File: src/rtl/ball_motion_ctrl.sv
// Pong ball motion / collision-response controller: serve countdown, per-frame movement, wall and paddle bounces, score exits.
// Optional feature macro BALL_SPEEDUP_EN: each accepted paddle reflection raises the step size, saturating at 2*SPEED.
module ball_motion_ctrl #(
    parameter int SCREEN_W     = 640,
    parameter int SCREEN_H     = 480,
    parameter int BALL_SIZE    = 64,
    parameter int SPEED        = 2,
    parameter int SERVE_FRAMES = 60
) (
    input  logic       pixel_clk,
    input  logic       reset,
    input  logic       frame_tick,
    input  logic       collide_l,
    input  logic       collide_r,
    input  logic       serve,
    output logic [9:0] ball_x,
    output logic [9:0] ball_y,
    output logic       dir_x,
    output logic       dir_y,
    output logic       score_l,
    output logic       score_r,
    output logic       in_play
);

    localparam int CW = (SERVE_FRAMES < 2) ? 1 : $clog2(SERVE_FRAMES + 1);
    localparam logic [9:0]  CENTRE_X = 10'((SCREEN_W - BALL_SIZE) / 2);
    localparam logic [9:0]  CENTRE_Y = 10'((SCREEN_H - BALL_SIZE) / 2);
    localparam logic [9:0]  BOTTOM_Y = 10'(SCREEN_H - BALL_SIZE);
    localparam logic [10:0] BALL_W   = 11'(BALL_SIZE);
    localparam logic [10:0] SCR_W    = 11'(SCREEN_W);
    localparam logic [10:0] SCR_H    = 11'(SCREEN_H);

    typedef enum logic [1:0] {
        IDLE,
        SERVE_WAIT,
        PLAY,
        SCORED
    } state_t;

    state_t        state;
    logic [CW-1:0] countdown;
    logic          hit_l;
    logic          hit_r;
    logic [10:0]   step;

`ifdef BALL_SPEEDUP_EN
    localparam int SW = $clog2(2 * SPEED + 1);
    localparam logic [SW-1:0] SPEED_MIN = SW'(SPEED);
    localparam logic [SW-1:0] SPEED_MAX = SW'(2 * SPEED);
    logic [SW-1:0] speed;
    assign step = 11'(speed);
`else
    assign step = 11'(SPEED);
`endif

    logic        hit_l_now;
    logic        hit_r_now;
    logic        refl_l;
    logic        refl_r;
    logic        next_dir_x;
    logic [10:0] x_wide;
    logic [10:0] y_wide;
    logic [9:0]  next_y;
    logic        next_dir_y;
    logic [9:0]  next_x;
    logic        exit_left_scores;
    logic        exit_right_scores;

    // A collide on the frame_tick cycle itself counts toward this frame's reflection.
    always_comb begin
        hit_l_now  = hit_l | collide_l;
        hit_r_now  = hit_r | collide_r;
        refl_l     = hit_l_now & ~dir_x;
        refl_r     = hit_r_now & dir_x;
        next_dir_x = dir_x;
        if (refl_l) begin
            next_dir_x = 1'b1;
        end
        if (refl_r) begin
            next_dir_x = 1'b0;
        end

        x_wide     = {1'b0, ball_x};
        y_wide     = {1'b0, ball_y};
        next_y     = ball_y;
        next_dir_y = dir_y;
        if (!dir_y && (y_wide < step)) begin
            next_y     = 10'd0;
            next_dir_y = 1'b1;
        end else if (dir_y && (y_wide + BALL_W + step > SCR_H)) begin
            next_y     = BOTTOM_Y;
            next_dir_y = 1'b0;
        end else if (dir_y) begin
            next_y = 10'(y_wide + step);
        end else begin
            next_y = 10'(y_wide - step);
        end

        exit_right_scores = !next_dir_x && (x_wide < step);
        exit_left_scores  = next_dir_x && (x_wide + BALL_W + step > SCR_W);
        next_x = next_dir_x ? 10'(x_wide + step) : 10'(x_wide - step);
    end

    always_ff @(posedge pixel_clk or posedge reset) begin
        if (reset) begin
            state     <= IDLE;
            countdown <= '0;
            hit_l     <= 1'b0;
            hit_r     <= 1'b0;
            ball_x    <= CENTRE_X;
            ball_y    <= CENTRE_Y;
            dir_x     <= 1'b1;
            dir_y     <= 1'b1;
            score_l   <= 1'b0;
            score_r   <= 1'b0;
            in_play   <= 1'b0;
`ifdef BALL_SPEEDUP_EN
            speed     <= SPEED_MIN;
`endif
        end else begin
            score_l <= 1'b0;
            score_r <= 1'b0;
            case (state)
                IDLE: begin
                    hit_l <= 1'b0;
                    hit_r <= 1'b0;
                    if (serve) begin
                        countdown <= CW'(SERVE_FRAMES);
                        state     <= SERVE_WAIT;
`ifdef BALL_SPEEDUP_EN
                        speed     <= SPEED_MIN;
`endif
                    end
                end
                SERVE_WAIT: begin
                    hit_l <= 1'b0;
                    hit_r <= 1'b0;
                    if (frame_tick) begin
                        countdown <= countdown - CW'(1);
                        if (countdown == CW'(1)) begin
                            state   <= PLAY;
                            in_play <= 1'b1;
                        end
                    end
                end
                PLAY: begin
                    if (frame_tick) begin
                        hit_l  <= 1'b0;
                        hit_r  <= 1'b0;
                        dir_x  <= next_dir_x;
                        ball_y <= next_y;
                        dir_y  <= next_dir_y;
`ifdef BALL_SPEEDUP_EN
                        if ((refl_l || refl_r) && (speed < SPEED_MAX)) begin
                            speed <= speed + SW'(1);
                        end
`endif
                        if (exit_left_scores) begin
                            score_l <= 1'b1;
                            in_play <= 1'b0;
                            state   <= SCORED;
                        end else if (exit_right_scores) begin
                            score_r <= 1'b1;
                            in_play <= 1'b0;
                            state   <= SCORED;
                        end else begin
                            ball_x <= next_x;
                        end
                    end else begin
                        hit_l <= hit_l | collide_l;
                        hit_r <= hit_r | collide_r;
                    end
                end
                SCORED: begin
                    // Serve toward the player who conceded: a left score sends the ball right.
                    state  <= IDLE;
                    ball_x <= CENTRE_X;
                    ball_y <= CENTRE_Y;
                    dir_y  <= 1'b1;
                    dir_x  <= score_l;
                    hit_l  <= 1'b0;
                    hit_r  <= 1'b0;
                end
                default: begin
                    state <= IDLE;
                end
            endcase
        end
    end

endmodule

File: config.mk
export PLATFORM = sky130hd
export DESIGN_NAME = ball_motion_ctrl
export DESIGN_NICKNAME = d
export VERILOG_FILES = /design/src/rtl/ball_motion_ctrl.sv
export SDC_FILE = /design/constraint.sdc
export NUM_CORES = 1
export LEC_CHECK = 0
export BUFFER_PORTS_ARGS = -buffer_cell sky130_fd_sc_hd__clkbuf_2
export CAP_MARGIN = 20
export CORE_ASPECT_RATIO = 0.6
export CORE_MARGIN = 2
export CORE_UTILIZATION = 55
export CTS_CLUSTER_SIZE = 12
export DETAILED_ROUTE_END_ITERATION = 12
export PLACE_DENSITY = 0.76
export RECOVER_POWER = 50
export SLEW_MARGIN = 20
export SYNTH_ARGS = -nofsm -noshare
export SYNTH_HDL_FRONTEND = slang
export SYNTH_SLANG_ARGS = --single-unit
File: constraint.sdc
create_clock -name pixel_clk -period 5 [get_ports pixel_clk]
set_input_delay 0.75 -clock pixel_clk [delete_from_list [all_inputs] [get_ports pixel_clk]]
set_output_delay 0.75 -clock pixel_clk [all_outputs]
set_load 0.1 [all_outputs]
Yosys cells after proc, flatten, opt, wreduce, memory -nomap -nowiden
Index checks and enable logic that the tools add are counted.
{"block": "classes", "mux": 45, "n_reduce_logical": 17, "magnitude_cmp": 4, "n_addsub": 9, "bitwise_logic": 5, "n_eq_ne": 12}
{"operator": "$mux W10", "n": 8}
{"operator": "$pmux W10 S2", "n": 2}
{"operator": "$add A10 B7 Y11 const B", "n": 2}
{"operator": "$add A11 B2 Y11 const B", "n": 2}
{"operator": "$add A10 B2 Y10 const B", "n": 2}
{"operator": "$lt A10 B2 Y1 const B", "n": 2}
{"operator": "$mux W1", "n": 20}
{"operator": "$sub A10 B2 Y10 const B", "n": 2}
{"operator": "$mux W2", "n": 6}
{"operator": "$mux W6", "n": 2}
{"operator": "$ne A2 B2 Y1 const B", "n": 6}
{"operator": "$pmux W6 S2", "n": 1}
{"operator": "$gt A11 B10 Y1 const B", "n": 1}
{"operator": "$gt A11 B9 Y1 const B", "n": 1}
{"operator": "$pmux W1 S2", "n": 5}
{"operator": "$reduce_and A5 Y1", "n": 2}
{"operator": "$pmux W2 S4", "n": 1}
{"operator": "$eq A6 B1 Y1 const B", "n": 1}
{"operator": "$ne A3 B3 Y1 const B", "n": 2}
{"operator": "$reduce_and A3 Y1", "n": 2}
{"operator": "$reduce_bool A2 Y1", "n": 3}
{"operator": "$sub A6 B1 Y6 const B", "n": 1}
{"operator": "$eq A2 B2 Y1 const B", "n": 2}
{"operator": "$logic_and A1 B1 Y1", "n": 4}
{"operator": "9 further kinds", "n": 12}
{"block": "word_totals", "reg_bits": 35, "word_cells": 103, "out_inout_bits": 25}

Logic depth before layout (Yosys ltp)
Gate-level depths: netlist of the first run.
{"block": "logic_depth", "word_depth": 10, "mapped_depth": 9}

Least setup slack after synthesis of the first run
Ideal clock, no wire load.
{"block": "synth_path", "path_type": "reg2reg", "from": "register ball_y[1]", "to": "register ball_y[3]", "path_stages_with_launch": 10, "setup_ns": 0.124, "arrival_time_ns": 2.952, "n_path_buf": 1, "path_slack_ns": 1.924, "period_less_slack_ns": 3.076, "path_cell_list": "dfrtp_1 buf_2 inv_1 ha_1 nor4b_1 o211ai_1 a22oi_1 o41ai_2 nor4_1 a211o_1"}
{"block": "synth_via", "elab_chain_cells": 8, "word_cells_on_any_way": 13, "classes_between": "add/sub: 4; order compare: 2; mux: 5; reduce/logical: 2"}
{"element": "from (decl)", "line_no": "17", "rtl": "output logic [9:0] ball_y,"}
{"element": "from (signal assigned)", "line_no": "151", "rtl": "ball_y <= next_y;"}
{"element": "$add A10 B7 Y11", "line_no": "90", "rtl": "end else if (dir_y && (y_wide + BALL_W + step > SCR_H)) begin"}
{"element": "$add A11 B2 Y11", "line_no": "90"}
{"element": "$gt A11 B9 Y1", "line_no": "90"}
{"element": "$logic_and A1 B1 Y1", "line_no": "90"}
{"element": "$mux W10", "line_no": "90"}
{"element": "$mux W10 (*)", "line_no": "87", "rtl": "if (!dir_y && (y_wide < step)) begin"}
{"element": "$mux W10 (*)", "line_no": "147", "rtl": "if (frame_tick) begin"}
{"element": "$pmux W10 S2 (*)", "line_no": "123", "rtl": "case (state)"}
Every way passes the cells marked *; elsewhere a longest branch is shown, timed or not. The select of a mux whose other input is x is not followed.
A chain may end at the register's enable or synchronous reset.

Worst setup path in the final report of the first run
{"block": "layout_path", "from": "register ball_x[1]", "to": "register ball_x[1]"}
{"block": "layout_via", "elab_chain_cells": 6, "word_cells_on_any_way": 16, "classes_between": "add/sub: 4; order compare: 2; eq/ne: 2; mux: 5; reduce/logical: 3"}
{"element": "from (decl)", "line_no": "16", "rtl": "output logic [9:0] ball_x,"}
{"element": "from (signal assigned)", "line_no": "167", "rtl": "ball_x <= next_x;"}
{"element": "$add A10 B7 Y11, or another cell as far along", "line_no": "100", "rtl": "exit_left_scores = next_dir_x && (x_wide + BALL_W + step > SCR_W);"}
{"element": "$add A11 B2 Y11 / $mux W10 (equally long branches)", "line_no": "100, 101"}
{"element": "$gt A11 B10 Y1 / $mux W10 (equally long branches)", "line_no": "100, 162"}
{"element": "$logic_and A1 B1 Y1 / $mux W10 (equally long branches)", "line_no": "100, 158"}
{"element": "$ne A2 B2 Y1 (no line) / $mux W10 (equally long branches)"}
{"element": "$reduce_and A4 Y1 (no line) / $pmux W10 S2 (equally long branches)"}
Parallel ways exist; a longest one is shown, timed or not. The select of a mux whose other input is x is not followed.

==> reports/metrics.yaml, run 1 <==
synth_top_area_share_pct: 26.8
rr_endpoint: "ball_x[1]$_DFFE_PP0P_"
final_cell_mix: "28 x nand2_1, 26 x nor2_1, 26 x dfrtp_1, 23 x clkbuf_2, 19 x inv_1"
ys_seq_area_share_pct: 34.4
grt-ovfl-total: 0
yosys_warnings: 0
fin_util_pct: 63.5
maxCapViolations: 1
ir_drop_v: 0.000432
clk_latency_ps: 280
antenna_found_initial: 0
placed_area_um2: 2560
cts_hold_buf: 0
crit_fanout: 9
max_freq_mhz: 360
synthMuxAreaShare_pct: 3.20
area_delta_synth_final_pct: 9.13
drt_drc_violations_left: 0
core_area_um2: 4170
min_path_type: "flop to flop"
place_hpwl_um: 4250
portBuffers: 28
r2r_cells: 7
die_w_um: 89.7
io_pins: 31
finalSetupViolCount: 0
slew_headroom_pct: -14.2
status: "complete, but fails checks"
synth_xor_area_share_pct: 3.25
cp.required_ps: 5170
rsz0062_at_grt: "false"
synthesis.area_um2: 2420
worstMarginPinSlew_ps: 1710
fin_crit_ps: 2780
cts-resized-gates: 0
met2_usage_pct: 29.7
postCtsSetupBuffers: 0
layout-drive-gt1-share_pct: 17.7
r2r_start: "ball_x[1]$_DFFE_PP0P_"
hold_path_startpoint: "hit_l$_DFF_PP0_"
synthFlopType: "dfrtp_1"
ant_nets: 0
yosys.area_share.simple_pct: 23.2
hold_violations: 0
via_per_inst: 6.24
end_kind: "flop"
routedWlPerCell_um: 15.9
period_share_pct: 55.5
grtUsageMet3_pct: 8.05
p_leak_uw: 0.00111
gr-usage-all-layers_pct: 24.0
clkSinkCount: 33
powerDensity_nw_per_um2: 658
rows: 18
r2r_setup_slack_ps: 2220
arrival_ps: 2940
ys_seq_elements: 33
synthDistinctLibCells: 62
slew_viol_final: 34
holdPathStages: 2
fin_area_um2: 2650
first_pass_iters: 5
worstHoldEndpoint: "hit_l$_DFF_PP0_"
grt_max_degree: 34
cts_made_buffers: 5
synth_compound_area_share_pct: 23.9
synth-adder-area-share_pct: 5.16
dieArea_um2: 4970
skew_ps: 5.61
dr_total_vias: 2240
syn_inst: 277
top_usage_layer: "met1"
fin_tns_setup_ps: 0
initial_core_util_pct: 58.2
finalPower_uw: 1740
ys_top_cells_by_area: "dfrtp_1 27%, dfstp_2 7.6%, ha_1 5.2%"
synth_top_area_cell: "dfrtp_1"
clk_pin_slew_ps: 70
violations: "max-capacitance violations, max-slew violations"
grt_pass1_vias: 1910
synth_top_family_by_area: "compound AO/OA/AOI/OAI gates"
diodes: 0
ys_async_sr_fraction_pct: 100
cts_tree: "yes"
cts_max_level: 2
crit_type: "flop to flop"
grtUsageMet1_pct: 38.9
final_net_count: 314
syn_avg_cell_area_um2: 8.75
cts_root_buf: "clkbuf_8"
grt_pass1_wl_um: 9580
gp_congestion: 0.969
drtIter0Drc: 225
wl_um: 5730
die_height_um: 55.4
critPathLaunchType: "flop"
max-clock-path-buffers: 2
synth-edff-count: 0
final_common_cell: "nand2_1"
area by class of cell:
class / count / area, µm²
Clock inverter: 1 / 5.00
Timing Repair Buffer: 29 / 138
Fill cell: 365 / 1520
Sequential cell: 33 / 835
Multi-Input combinational cell: 210 / 1430
Tap cell: 60 / 75.1
Clock buffer: 7 / 96.3
Inverter: 19 / 71.3
where the power goes:
part / internal, µW / switching [µW] / leakage, µW / total [µW]
clock network: 124 / 97.2 / 0.0000542 / 222
registers: 356 / 143 / 0.000402 / 499
logic: 275 / 747 / 0.000652 / 1020
total: 755 / 987 / 0.00111 / 1740
worst max-delay path, cell delays in order, from the launching register on:
cell and delay (ps):
dfrtp_1 470, ha_1 300, and4_1 260, and4b_1 220, mux2_2 300, a41oi_2 380, o21a_1 400, mux2_4 330
worst max path at each step:
stage | slack [ps] | endpoint | startpoint
global route | 2110 | ball_x[1]$_DFFE_PP0P_ | ball_x[1]$_DFFE_PP0P_
finish | 2220 | ball_x[1]$_DFFE_PP0P_ | ball_x[1]$_DFFE_PP0P_
global placement | 2280 | ball_x[1]$_DFFE_PP0P_ | collide_r
CTS | 2250 | ball_x[1]$_DFFE_PP0P_ | ball_x[1]$_DFFE_PP0P_
floorplan | 1920 | ball_y[3]$_DFFE_PP0P_ | ball_y[1]$_DFFE_PP0P_
detailed placement | 2280 | ball_x[1]$_DFFE_PP0P_ | collide_r
stage by stage:
stage | worst slack, ps | instances | hold WS, ps
after detailed placement | 2280 | 351 | 499
after CTS | 2250 | 359 | 515
after global placement | 2280 | 351 | 488
after floorplan | 1920 | 278 | 475
final | 2220 | 359 | 513
after global routing | 2110 | 359 | 541
sequential cells by signal, summed over array words and instances (netlist names):
signal and cells:
score_l 1, ball_y 9, state 2, ball_x 9
score_r 1, hit_l 1, in_play 1, countdown 6
dir_x 1, hit_r 1, dir_y 1
Yosys cell counts (3+ instances only):
library cell	instances
nand2_1	28
dfrtp_1	26
nor2_1	26
inv_1	19
o21ai_0	15
ha_1	10
a21oi_1	9
nand3_1	9
clkbuf_1	7
dfstp_2	7
nor3_1	7
o221ai_1	7
a32o_1	6
nand2b_1	5
nor4_1	5
o32ai_1	5
xnor2_1	5
a22oi_1	4
buf_2	4
mux2i_1	4
or3_1	4
xor2_1	4
and3_1	3
buf_4	3
nand4_1	3
o21a_1	3
o41ai_1	3
or2_2	3
logic make-up after synthesis:
group | Yosys count
buf+inv | 35
simple gates | 108
flops | 33
fa+ha+maj | 10
other cells | 1
compound gates | 74
xor+xnor | 9
mux | 7
metal layers:
metal	vias up	part of all wire [%]
li1	1059	-
met1	1049	50
met2	122	37
met3	10	12
met4	0	1.1
met5	-	0
Note: power is estimated with default switching activity, not from simulation.
==> run 2, diff against run 1 <==
- CORE_UTILIZATION: 55 -> 53
- PLACE_DENSITY: 0.76 -> 0.77
- clock period: 5 -> 2.5 ns (I/O delays scaled with it)
==> run 2 against run 1 <==
Net effect: clock-buffer cell count shrank 2; non-clock buffer count grew 20; the flow still finishes with violations (max-capacitance violations, max-slew violations); utilization grew 4.1 points; cell count grew 5.6%; clock skew shrank 3.2 ps; fmax grew 15%; register-to-register slack lost 2100 ps; critical endpoint is now ball_x[9]$_DFFE_PP0P_; sequential share of layout area shrank 1.6 points.
==> reports/metrics.yaml, run 2 (synthesis results as in run 1) <==
cts_max_level: 2
antenna_found_initial: 0
dieArea_um2: 5150
rr_endpoint: "ball_x[9]$_DFFE_PP0P_"
maxCapViolations: 1
p_leak_uw: 0.00118
via_per_inst: 6.10
clk_latency_ps: 290
worstMarginPinSlew_ps: 1780
finalSetupViolCount: 0
final_net_count: 334
final_cell_mix: "28 x nand2_1, 26 x nor2_1, 21 x clkbuf_2, 19 x inv_1, 19 x buf_4"
wl_um: 6310
routedWlPerCell_um: 16.6
crit_slowest_cell: "dfrtp_4"
r2r_start: "ball_x[2]$_DFFE_PP0P_"
worstSetupStartpoint: "ball_x[2]$_DFFE_PP0P_"
diodes: 0
placed_area_um2: 2760
arrival_ps: 2600
hold_violations: 0
max_freq_mhz: 413
initial_core_util_pct: 57.0
cp_cell_sequence: "inv_1, ha_1, nor4bb_1, o21ai_0, o2bb2ai_2, a31oi_4, buf_4, o221ai_1, a32o_1"
critPathLaunchType: "flop"
finalPower_uw: 3730
top_regs: "ball_x x9, ball_y x9, countdown x6"
endpoint: "ball_x[9]$_DFFE_PP0P_"
period_share_pct: 96.8
cts_root_buf: "clkbuf_8"
max_stage_delay_ps: 510
die_w_um: 91.3
seq_area_um2: 861
first_pass_iters: 5
cts_hold_buf: 0
crit_fanout: 7
status: "complete, but fails checks"
max-clock-path-buffers: 2
r2r_cells: 9
grt_max_degree: 34
end_kind: "flop"
layout-drive-gt1-share_pct: 28.5
placed_cells_incl_taps: 370
cts_tree: "yes"
place_hpwl_um: 4740
cts_made_buffers: 5
fin_hold_ws_ps: 343
fin_tns_setup_ps: 0
grt_pass1_wl_um: 10600
grt_pass1_vias: 2106
r2r_setup_slack_ps: 80
rows: 18
io_pins: 31
drt_drc_violations_left: 0
slew_headroom_pct: -18.4
drtIter0Drc: 278
ant_nets: 0
powerDensity_nw_per_um2: 1290
final_common_cell: "nand2_1"
cp.required_ps: 2680
violations: "max-capacitance violations, max-slew violations"
core_area_um2: 4260
area_delta_synth_final_pct: 18.7
skew_ps: 2.40
ir_drop_v: 0.000936
fin_crit_ps: 2420
grt-ovfl-total: 0
slew_viol_final: 34
die_height_um: 56.4
min_path_type: "input port to flop"
clkSinkCount: 33
clk_pin_slew_ps: 70
portBuffers: 28
dr_total_vias: 2313
crit_type: "flop to flop"
multi_input_comb_area_um2: 1500
gp_congestion: 0.922
fin_area_um2: 2880
gr-usage-all-layers_pct: 26.2
nFillCells: 352
finalNonFillerCells: 379
-- run 2: changes by cell type in the layout (fill, tap and decap cells not counted), sizes merged --
cell	change
buf	+19
clkbuf	-1
clkinv	+1
clkinvlp	+1
-- run 2: worst max-delay path: cells and delay by family, from the launching register on --
family	cells	cell delay, ps
buffers and inverters	2	320
DFF	1	510
adders and majority gates	1	280
and+or+nand+nor	1	290
AOI/OAI and AO/OA	5	930
-- run 2: worst min-delay path by stage --
stage,slack [ps],startpoint,cells after the start,end
floorplan,470,hit_l$_DFF_PP0_,2,hit_l$_DFF_PP0_
global placement,460,reset,3,ball_y[8]$_DFFE_PP0P_
detailed placement,470,reset,3,ball_y[8]$_DFFE_PP0P_
CTS,150,reset,3,ball_y[8]$_DFFE_PP0P_
global route,360,collide_l,3,hit_l$_DFF_PP0_
finish,340,collide_l,3,hit_l$_DFF_PP0_
-- run 2: stage by stage --
| stage | util, % | setup WS [ps] |
|---|---|---|
| floorplan | - | -107 |
| global placement | 64.8 | 113 |
| detailed placement | 64.8 | 43.3 |
| CTS | 66.8 | 22.7 |
| global route | 67.6 | -33.9 |
| finish | 67.6 | 79.1 |
-- run 2: final cells by class --
class / count / area share [%]
timing repair buffer: 49 / 9.78
multi-input combinational: 210 / 52.2
inverter: 19 / 2.48
clock inverter: 3 / 0.609
tap: 60 / 2.61
clock buffer: 5 / 2.39
sequential: 33 / 29.9
-- run 2: per-layer routing --
| layer | vias to the layer above | GRT usage (%) | part of all wire, % |
|---|---|---|---|
| met5 | - | 0 | 0 |
| met4 | 0 | 7.36 | 1.3 |
| met3 | 13 | 6.58 | 10 |
| met2 | 132 | 34.3 | 39 |
| met1 | 1061 | 41.7 | 49 |
| li1 | 1107 | - | - |
-- run 2: power by group --
part	total (µW)	switching [µW]	internal [µW]
clock	401	209	192
combinational	2360	1650	714
sequential	966	225	740
-- run 2: what timing repair did --
item | CTS | global route
resized for setup | 0 | 8
setup buffers | 0 | 1
setup endpoints to repair | 0 | 10
